==> src/rtl/frame_buf_arb.sv <==
// Circular frame-buffer arbiter: serialises one writer and one reader onto a
// single-port-at-a-time memory, with fair tie-breaking and a read-return timeout.
module frame_buf_arb #(
    parameter int DATA_WIDTH = 32,
    parameter int ADDR_WIDTH = 3,
    parameter int BUF_SIZE   = 5,
    parameter int RD_TIMEOUT = 15
) (
    input  logic                  clk,
    input  logic                  reset,
    input  logic                  wr_req,
    input  logic [DATA_WIDTH-1:0] wr_data,
    output logic                  wr_ack,
    input  logic                  rd_req,
    output logic                  rd_ack,
    output logic [DATA_WIDTH-1:0] rd_data,
    output logic                  rd_err,
    output logic                  mem_wr_en,
    output logic                  mem_rd_en,
    output logic [ADDR_WIDTH-1:0] mem_wr_addr,
    output logic [ADDR_WIDTH-1:0] mem_rd_addr,
    output logic [DATA_WIDTH-1:0] mem_wr_data,
    input  logic                  mem_wr_rdy,
    input  logic                  mem_rd_rdy,
    input  logic [DATA_WIDTH-1:0] mem_rd_data,
    input  logic                  mem_rd_data_valid,
    output logic                  full,
    output logic                  empty,
    output logic [ADDR_WIDTH:0]   count
);
    localparam logic [1:0] S_IDLE    = 2'd0;
    localparam logic [1:0] S_WR      = 2'd1;
    localparam logic [1:0] S_RD      = 2'd2;
    localparam logic [1:0] S_RD_WAIT = 2'd3;

    localparam int TW = (RD_TIMEOUT < 2) ? 1 : $clog2(RD_TIMEOUT);
    localparam logic [ADDR_WIDTH:0]   BUF_CNT  = (ADDR_WIDTH+1)'(BUF_SIZE);
    localparam logic [ADDR_WIDTH-1:0] PTR_LAST = ADDR_WIDTH'(BUF_SIZE - 1);
    localparam logic [TW-1:0]         TO_LAST  = TW'(RD_TIMEOUT - 1);

    logic [1:0]            state;
    logic [ADDR_WIDTH-1:0] wr_ptr, rd_ptr;
    logic [TW-1:0]         timer;
    logic                  last_grant;  // 1 = read was granted last
    logic                  wr_elig, rd_elig;

    assign wr_elig = wr_req & ~full & mem_wr_rdy;
    // The reader still holds rd_req while its ack/err pulse is visible, so that
    // cycle must not be taken as a fresh request.
    assign rd_elig = rd_req & ~empty & mem_rd_rdy & ~rd_ack & ~rd_err;

    always_ff @(posedge clk or posedge reset) begin
        if (reset) begin
            state       <= S_IDLE;
            wr_ptr      <= '0;
            rd_ptr      <= '0;
            timer       <= '0;
            count       <= '0;
            full        <= 1'b0;
            empty       <= 1'b1;
            last_grant  <= 1'b1;
            wr_ack      <= 1'b0;
            rd_ack      <= 1'b0;
            rd_err      <= 1'b0;
            rd_data     <= '0;
            mem_wr_en   <= 1'b0;
            mem_rd_en   <= 1'b0;
            mem_wr_addr <= '0;
            mem_rd_addr <= '0;
            mem_wr_data <= '0;
        end else begin
            wr_ack    <= 1'b0;
            rd_ack    <= 1'b0;
            rd_err    <= 1'b0;
            mem_wr_en <= 1'b0;
            mem_rd_en <= 1'b0;
            case (state)
                S_IDLE: begin
                    if (wr_elig && (!rd_elig || last_grant)) begin
                        state       <= S_WR;
                        mem_wr_en   <= 1'b1;
                        wr_ack      <= 1'b1;
                        mem_wr_addr <= wr_ptr;
                        mem_wr_data <= wr_data;
                    end else if (rd_elig) begin
                        state       <= S_RD;
                        mem_rd_en   <= 1'b1;
                        mem_rd_addr <= rd_ptr;
                    end
                end
                S_WR: begin
                    wr_ptr     <= (wr_ptr == PTR_LAST) ? '0 : wr_ptr + 1'b1;
                    count      <= count + 1'b1;
                    full       <= (count + 1'b1) == BUF_CNT;
                    empty      <= 1'b0;
                    last_grant <= 1'b0;
                    state      <= S_IDLE;
                end
                S_RD: begin
                    timer <= '0;
                    state <= S_RD_WAIT;
                end
                default: begin
                    if (mem_rd_data_valid) begin
                        rd_data    <= mem_rd_data;
                        rd_ack     <= 1'b1;
                        rd_ptr     <= (rd_ptr == PTR_LAST) ? '0 : rd_ptr + 1'b1;
                        count      <= count - 1'b1;
                        full       <= 1'b0;
                        empty      <= count == (ADDR_WIDTH+1)'(1);
                        last_grant <= 1'b1;
                        state      <= S_IDLE;
                    end else if (timer == TO_LAST) begin
                        rd_err <= 1'b1;
                        state  <= S_IDLE;
                    end else begin
                        timer <= timer + 1'b1;
                    end
                end
            endcase
        end
    end
endmodule

==> config.mk <==
export PLATFORM = sky130hd
export DESIGN_NAME = frame_buf_arb
export DESIGN_NICKNAME = d
export VERILOG_FILES = /design/src/rtl/frame_buf_arb.sv
export SDC_FILE = /design/constraint.sdc
export NUM_CORES = 1
export LEC_CHECK = 0
export CORE_ASPECT_RATIO = 0.6
export CORE_MARGIN = 10
export CORE_UTILIZATION = 47
export CTS_CLUSTER_SIZE = 28
export DETAILED_ROUTE_END_ITERATION = 10
export PLACE_DENSITY = 0.82
export SLEW_MARGIN = 20
export SYNTH_ARGS = -nofsm -noshare
export SYNTH_HDL_FRONTEND = slang
export SYNTH_SLANG_ARGS = --single-unit
export TNS_END_PERCENT = 10
==> constraint.sdc <==
create_clock -name clk -period 8.7 [get_ports clk]
set_input_delay 2.61 -clock clk [delete_from_list [all_inputs] [get_ports clk]]
set_output_delay 2.61 -clock clk [all_outputs]
set_load 0.1 [all_outputs]
# Word level (Yosys, flattened, before mapping)
# Cells that the tools add are included.
[totals] word_cells=88 regBits=93 out_inout_bits=81
[op_classes] add_sub_neg=5 eq_ne=10 mux=28 n_reduce_logical=15 bitwise_logic=14
[ops] operator="$pmux W4 S2" count=2
[ops] operator="$mux W1" count=13
[ops] operator="$mux W4" count=3
[ops] operator="$add A4 B1 Y4 const B" count=2
[ops] operator="$mux W2" count=4
[ops] operator="$not A1 Y1" count=8
[ops] operator="$reduce_and A2 Y1" count=4
[ops] operator="$add A3 B1 Y3 const B" count=2
[ops] operator="$and A1 B1 Y1" count=6
[ops] operator="$eq A3 B3 Y1 const B" count=2
[ops] operator="$mux W3" count=2
[ops] operator="$pmux W1 S2" count=3
[ops] operator="$pmux W2 S3" count=1
[ops] operator="$reduce_and A3 Y1" count=2
[ops] operator="$reduce_bool A5 Y1" count=1
[ops] operator="$eq A4 B1 Y1 const B" count=1
[ops] operator="$eq A4 B3 Y1 const B" count=1
[ops] operator="$eq A4 B4 Y1 const B" count=1
[ops] operator="$ne A2 B1 Y1 const B" count=2
[ops] operator="$reduce_or A2 Y1" count=2
[ops] operator="$sub A4 B1 Y4 const B" count=1
[ops] operator="$ne A3 B3 Y1 const B" count=1
[ops] operator="$reduce_or A3 Y1" count=1
[ops] operator="$eq A2 B1 Y1 const B" count=1
[ops] operator="6 further kinds" count=6

# Longest topological paths before layout
[depth] word_depth=10 mapped_depth=8 mapped_depth_nobuf=6

# Worst setup path after synthesis
# OpenSTA, ideal clock, no wires.
[synth_timing] path_kind="input to register" startpoint="input mem_rd_rdy" endpoint="register mem_wr_addr[0]" slack_ns=4.714 path_buffers=1 t_arrival_ns=3.860 cell_stages=4 path_cell_list="and4bb_2 a211oi_4 buf_6 mux2_2"
[synth_between] elab_chain_len=7
[synth_rtl] item="start, declared" line="24" rtl="input logic mem_rd_rdy,"
[synth_rtl] item="$and A1 B1 Y1 (3 in a row)" line="50" rtl="assign rd_elig = rd_req & ~empty & mem_rd_rdy & ~rd_ack & ~rd_err;"
[synth_rtl] item="$logic_not A1 Y1" line="79" rtl="if (wr_elig && (!rd_elig || last_grant)) begin"
[synth_rtl] item="$logic_or A1 B1 Y1" line="79"
[synth_rtl] item="$logic_and A1 B1 Y1" line="79"
[synth_rtl] item="$reduce_and A2 Y1 (no source line)"
[synth_rtl] item="end signal, assigned" line="83" rtl="mem_wr_addr <= wr_ptr;"
[synth_rtl] item="end, declared" line="20" rtl="output logic [ADDR_WIDTH-1:0] mem_wr_addr,"
# No other way between the ends.
# A chain may end at the register's enable or synchronous reset.

# Final worst setup path
[layout_timing] startpoint="register empty" endpoint="output empty"
[layout_rtl] item="start, declared" line="28" rtl="output logic empty,"
[layout_rtl] item="start signal, assigned" line="110" rtl="empty <= count == (ADDR_WIDTH+1)'(1);"
# No word-level cell between the ends.

==> run_results.csv <==
group,metric,value,unit
finish,nFillCells,525,
logic_synthesis,synth_area,3874,sq um
sta,relSlewSlack,0.3031,
setup_path,required,6.09,ns
drt,drt_wl_total,10.48,mm
grt,met1_usage,0.1900,
grt,antenna_found_initial,0,
cts,hold_buffers,0,
cts,clk_path_buf_depth,2,
sta,worst-slew-pin-transition,1.042,ns
sta,setup_slack,4.050,ns
sta,rsz0062_at_grt,"no",
sta,finalMaxSlewViolations,0,
drt,routedWlPerCell,19.23,um
finish,final-seq-area,2330,sq um
hold_path,hold_class,"flop to flop",
drt,drc_errors,0,
drt,dr_total_vias,2728,
finish,multi_input_area,1410,sq um
status,outcome,"finished, final reports clean",
sta,min_period,4.650,ns
floorplanning,rows,25,
grt,grt_pass1_wl,15.99,mm
logic_synthesis,synth_cells,279,
grt,grt_use_met2,0.2600,
floorplanning,start_util,0.4876,
setup_path,critPathTopFamily,"buffers and inverters",
finish,area_growth,49.55,%
logic_synthesis,yosysSeqAreaShare,0.6014,
sta,final.setup.tns,0,ns
setup_path,worst-path-buf-inv,1,
logic_synthesis,synth_nets,364,
logic_synthesis,ys_types,35,
finish,final_nets,517,
setup_path,cp_cell_sequence,"clkdlybuf4s50_1",
logic_synthesis,ys_ff_latch,93,
grt,met3_usage,0.09167,
sta,finalClockSkew,0.006591,ns
drt,drtPass1Iterations,4,
cts,cts_made_buffers,9,
finish,drive_above_1_share,0.2105,
floorplanning,ios,152,
placed_design,hpwl,8.006,mm
sta,fin_crit_sh,0.5345,
setup_path,cp_slowest_cell,"clkdlybuf4s50_1",
drt,ant_nets,0,
cts,post-cts-setup-buffers,0,
grt,grt_pass1_vias,2924,
finish,final_cell_mix,"151 x clkdlybuf4s50_1, 91 x dfrtp_1, 68 x mux2_2",
grt,grt_max_degree,65,
grt,gr-max-usage-layer,"met2",
setup_path,cpPeakStageDelay,1.15,ns
grt,grt_usage,0.1651,
drt,vias_per_cell,5.006,
floorplanning,die-area,12390,sq um
setup_path,cp_max_fo,4,
cts,ctsResizeCount,0,
placed_design,gp_congestion,0.7766,
cts,htreeDepth,3,
setup_path,reg2reg_slack,6.63,ns
setup_path,crit_type,"flop to primary output",
cts,cts_tree,"done",
setup_path,crit_arrival,2.04,ns
cts,worstSkewPairLatency,0.33,ns
placed_design,dp_slack,4.205,ns
cts,path_clk_slew,0.06,ns
floorplanning,die_x,137.2,um
grt,grt_overflow,0,
logic_synthesis,syn_avg_cell_area,13.88,sq um
sta,finalHoldViolations,0,
floorplanning,die_y,90.32,um
logic_synthesis,yosys_warnings,0,
placed_design,numPortBuffers,151,
cts,numClockSinks,93,
finish,n_antenna_cell,0,
cts,clock-root-buffer,"clkbuf_16",
finish,utilization,0.7291,
finish,final_common_cell,"clkdlybuf4s50_1",
flow_run,drv_cap,0,
drt,drtIter0Drc,144,
sta,fmax,215.1,MHz
floorplanning,core-area,7945,sq um
setup_path,critPathLaunchType,"flop",
sta,setup_violations,0,
setup_path,cp-end-kind,"primary output",
-- flip-flops by register name (all words and copies together), names as in the netlist, 2 cells and up --
signal       count
count            4
mem_wr_data     32
rd_ptr           3
wr_ptr           3
state            2
mem_wr_addr      3
mem_rd_addr      3
timer            4
rd_data         32
-- final timing paths --
kind,start,end,depth (start not counted)
setup / recovery,empty,empty,1
hold / removal,mem_rd_addr[0],mem_rd_addr[0],2
setup reg to reg,state[0],mem_wr_data[27],6
hold reg to reg,mem_rd_addr[0],mem_rd_addr[0],2
max in group asynchronous,reset,rd_data[0],3
min in group asynchronous,reset,mem_wr_data[14],2
-- layer usage --
metal,routed length [um],vias to the layer above
met5,0,-
met2,4658,124
met1,4337,1322
met3,1356,10
li1,-,1272
met4,131,0
-- synthesized netlist by cell type --
cell,instances,share of area
buf_6,3,0.0087
o2111ai_1,1,0.0023
xnor2_1,2,0.0045
and2_1,1,0.0016
or4_1,1,0.0019
a211oi_4,1,0.0052
a32o_1,1,0.0026
a31oi_1,1,0.0016
nand2_1,14,0.014
nand4_1,1,0.0016
buf_4,1,0.0019
ha_1,14,0.045
nor3_1,1,0.0013
o211ai_1,1,0.0019
inv_1,15,0.015
dfstp_2,2,0.014
o32a_1,1,0.0026
o21ai_1,1,0.0013
nor2_1,5,0.0048
nand3_1,5,0.0065
or4b_2,1,0.0026
and3_1,2,0.0032
dfrtp_1,91,0.59
nor3b_1,1,0.0019
buf_2,5,0.0065
xor2_1,6,0.014
nand3b_1,1,0.0019
a21oi_1,9,0.012
clkbuf_1,3,0.0029
o21ai_0,15,0.019
nor4b_1,1,0.0023
and4bb_2,1,0.0032
mux2i_1,2,0.0052
mux2_1,1,0.0029
mux2_2,68,0.20
-- layout make-up --
| type | count | share of cell area |
|---|---|---|
| Timing Repair Buffer | 154 | 0.2648 |
| Inverter | 15 | 0.009935 |
| Clock buffer | 11 | 0.04190 |
| Sequential cell | 93 | 0.4022 |
| Tap cell | 108 | 0.02333 |
| Clock inverter | 5 | 0.01447 |
| Multi-Input combinational cell | 159 | 0.2434 |
-- cells by family (layout without fill, tap and decap cells) --
kind of cell,after synthesis,after routing,synth area share
mux,71,71,0.2057
simple gates,35,35,0.04651
compound gates,31,31,0.04845
buf+inv,27,185,0.03456
fa+ha+maj,14,14,0.04522
xor+xnor,8,8,0.01809
flops,93,93,0.6014
-- metrics by stage --
step,cells,cell area (sq um),hold WS (ns)
floorplan,279,3874,0.4727
global placement,529,5466,0.4673
detailed placement,529,5466,0.4762
CTS,545,5793,0.4949
global route,545,5793,0.5122
finish,545,5793,0.4944
Power is not shown: default switching activity piles up to over one toggle a cycle in this logic, so the estimate is an artifact.
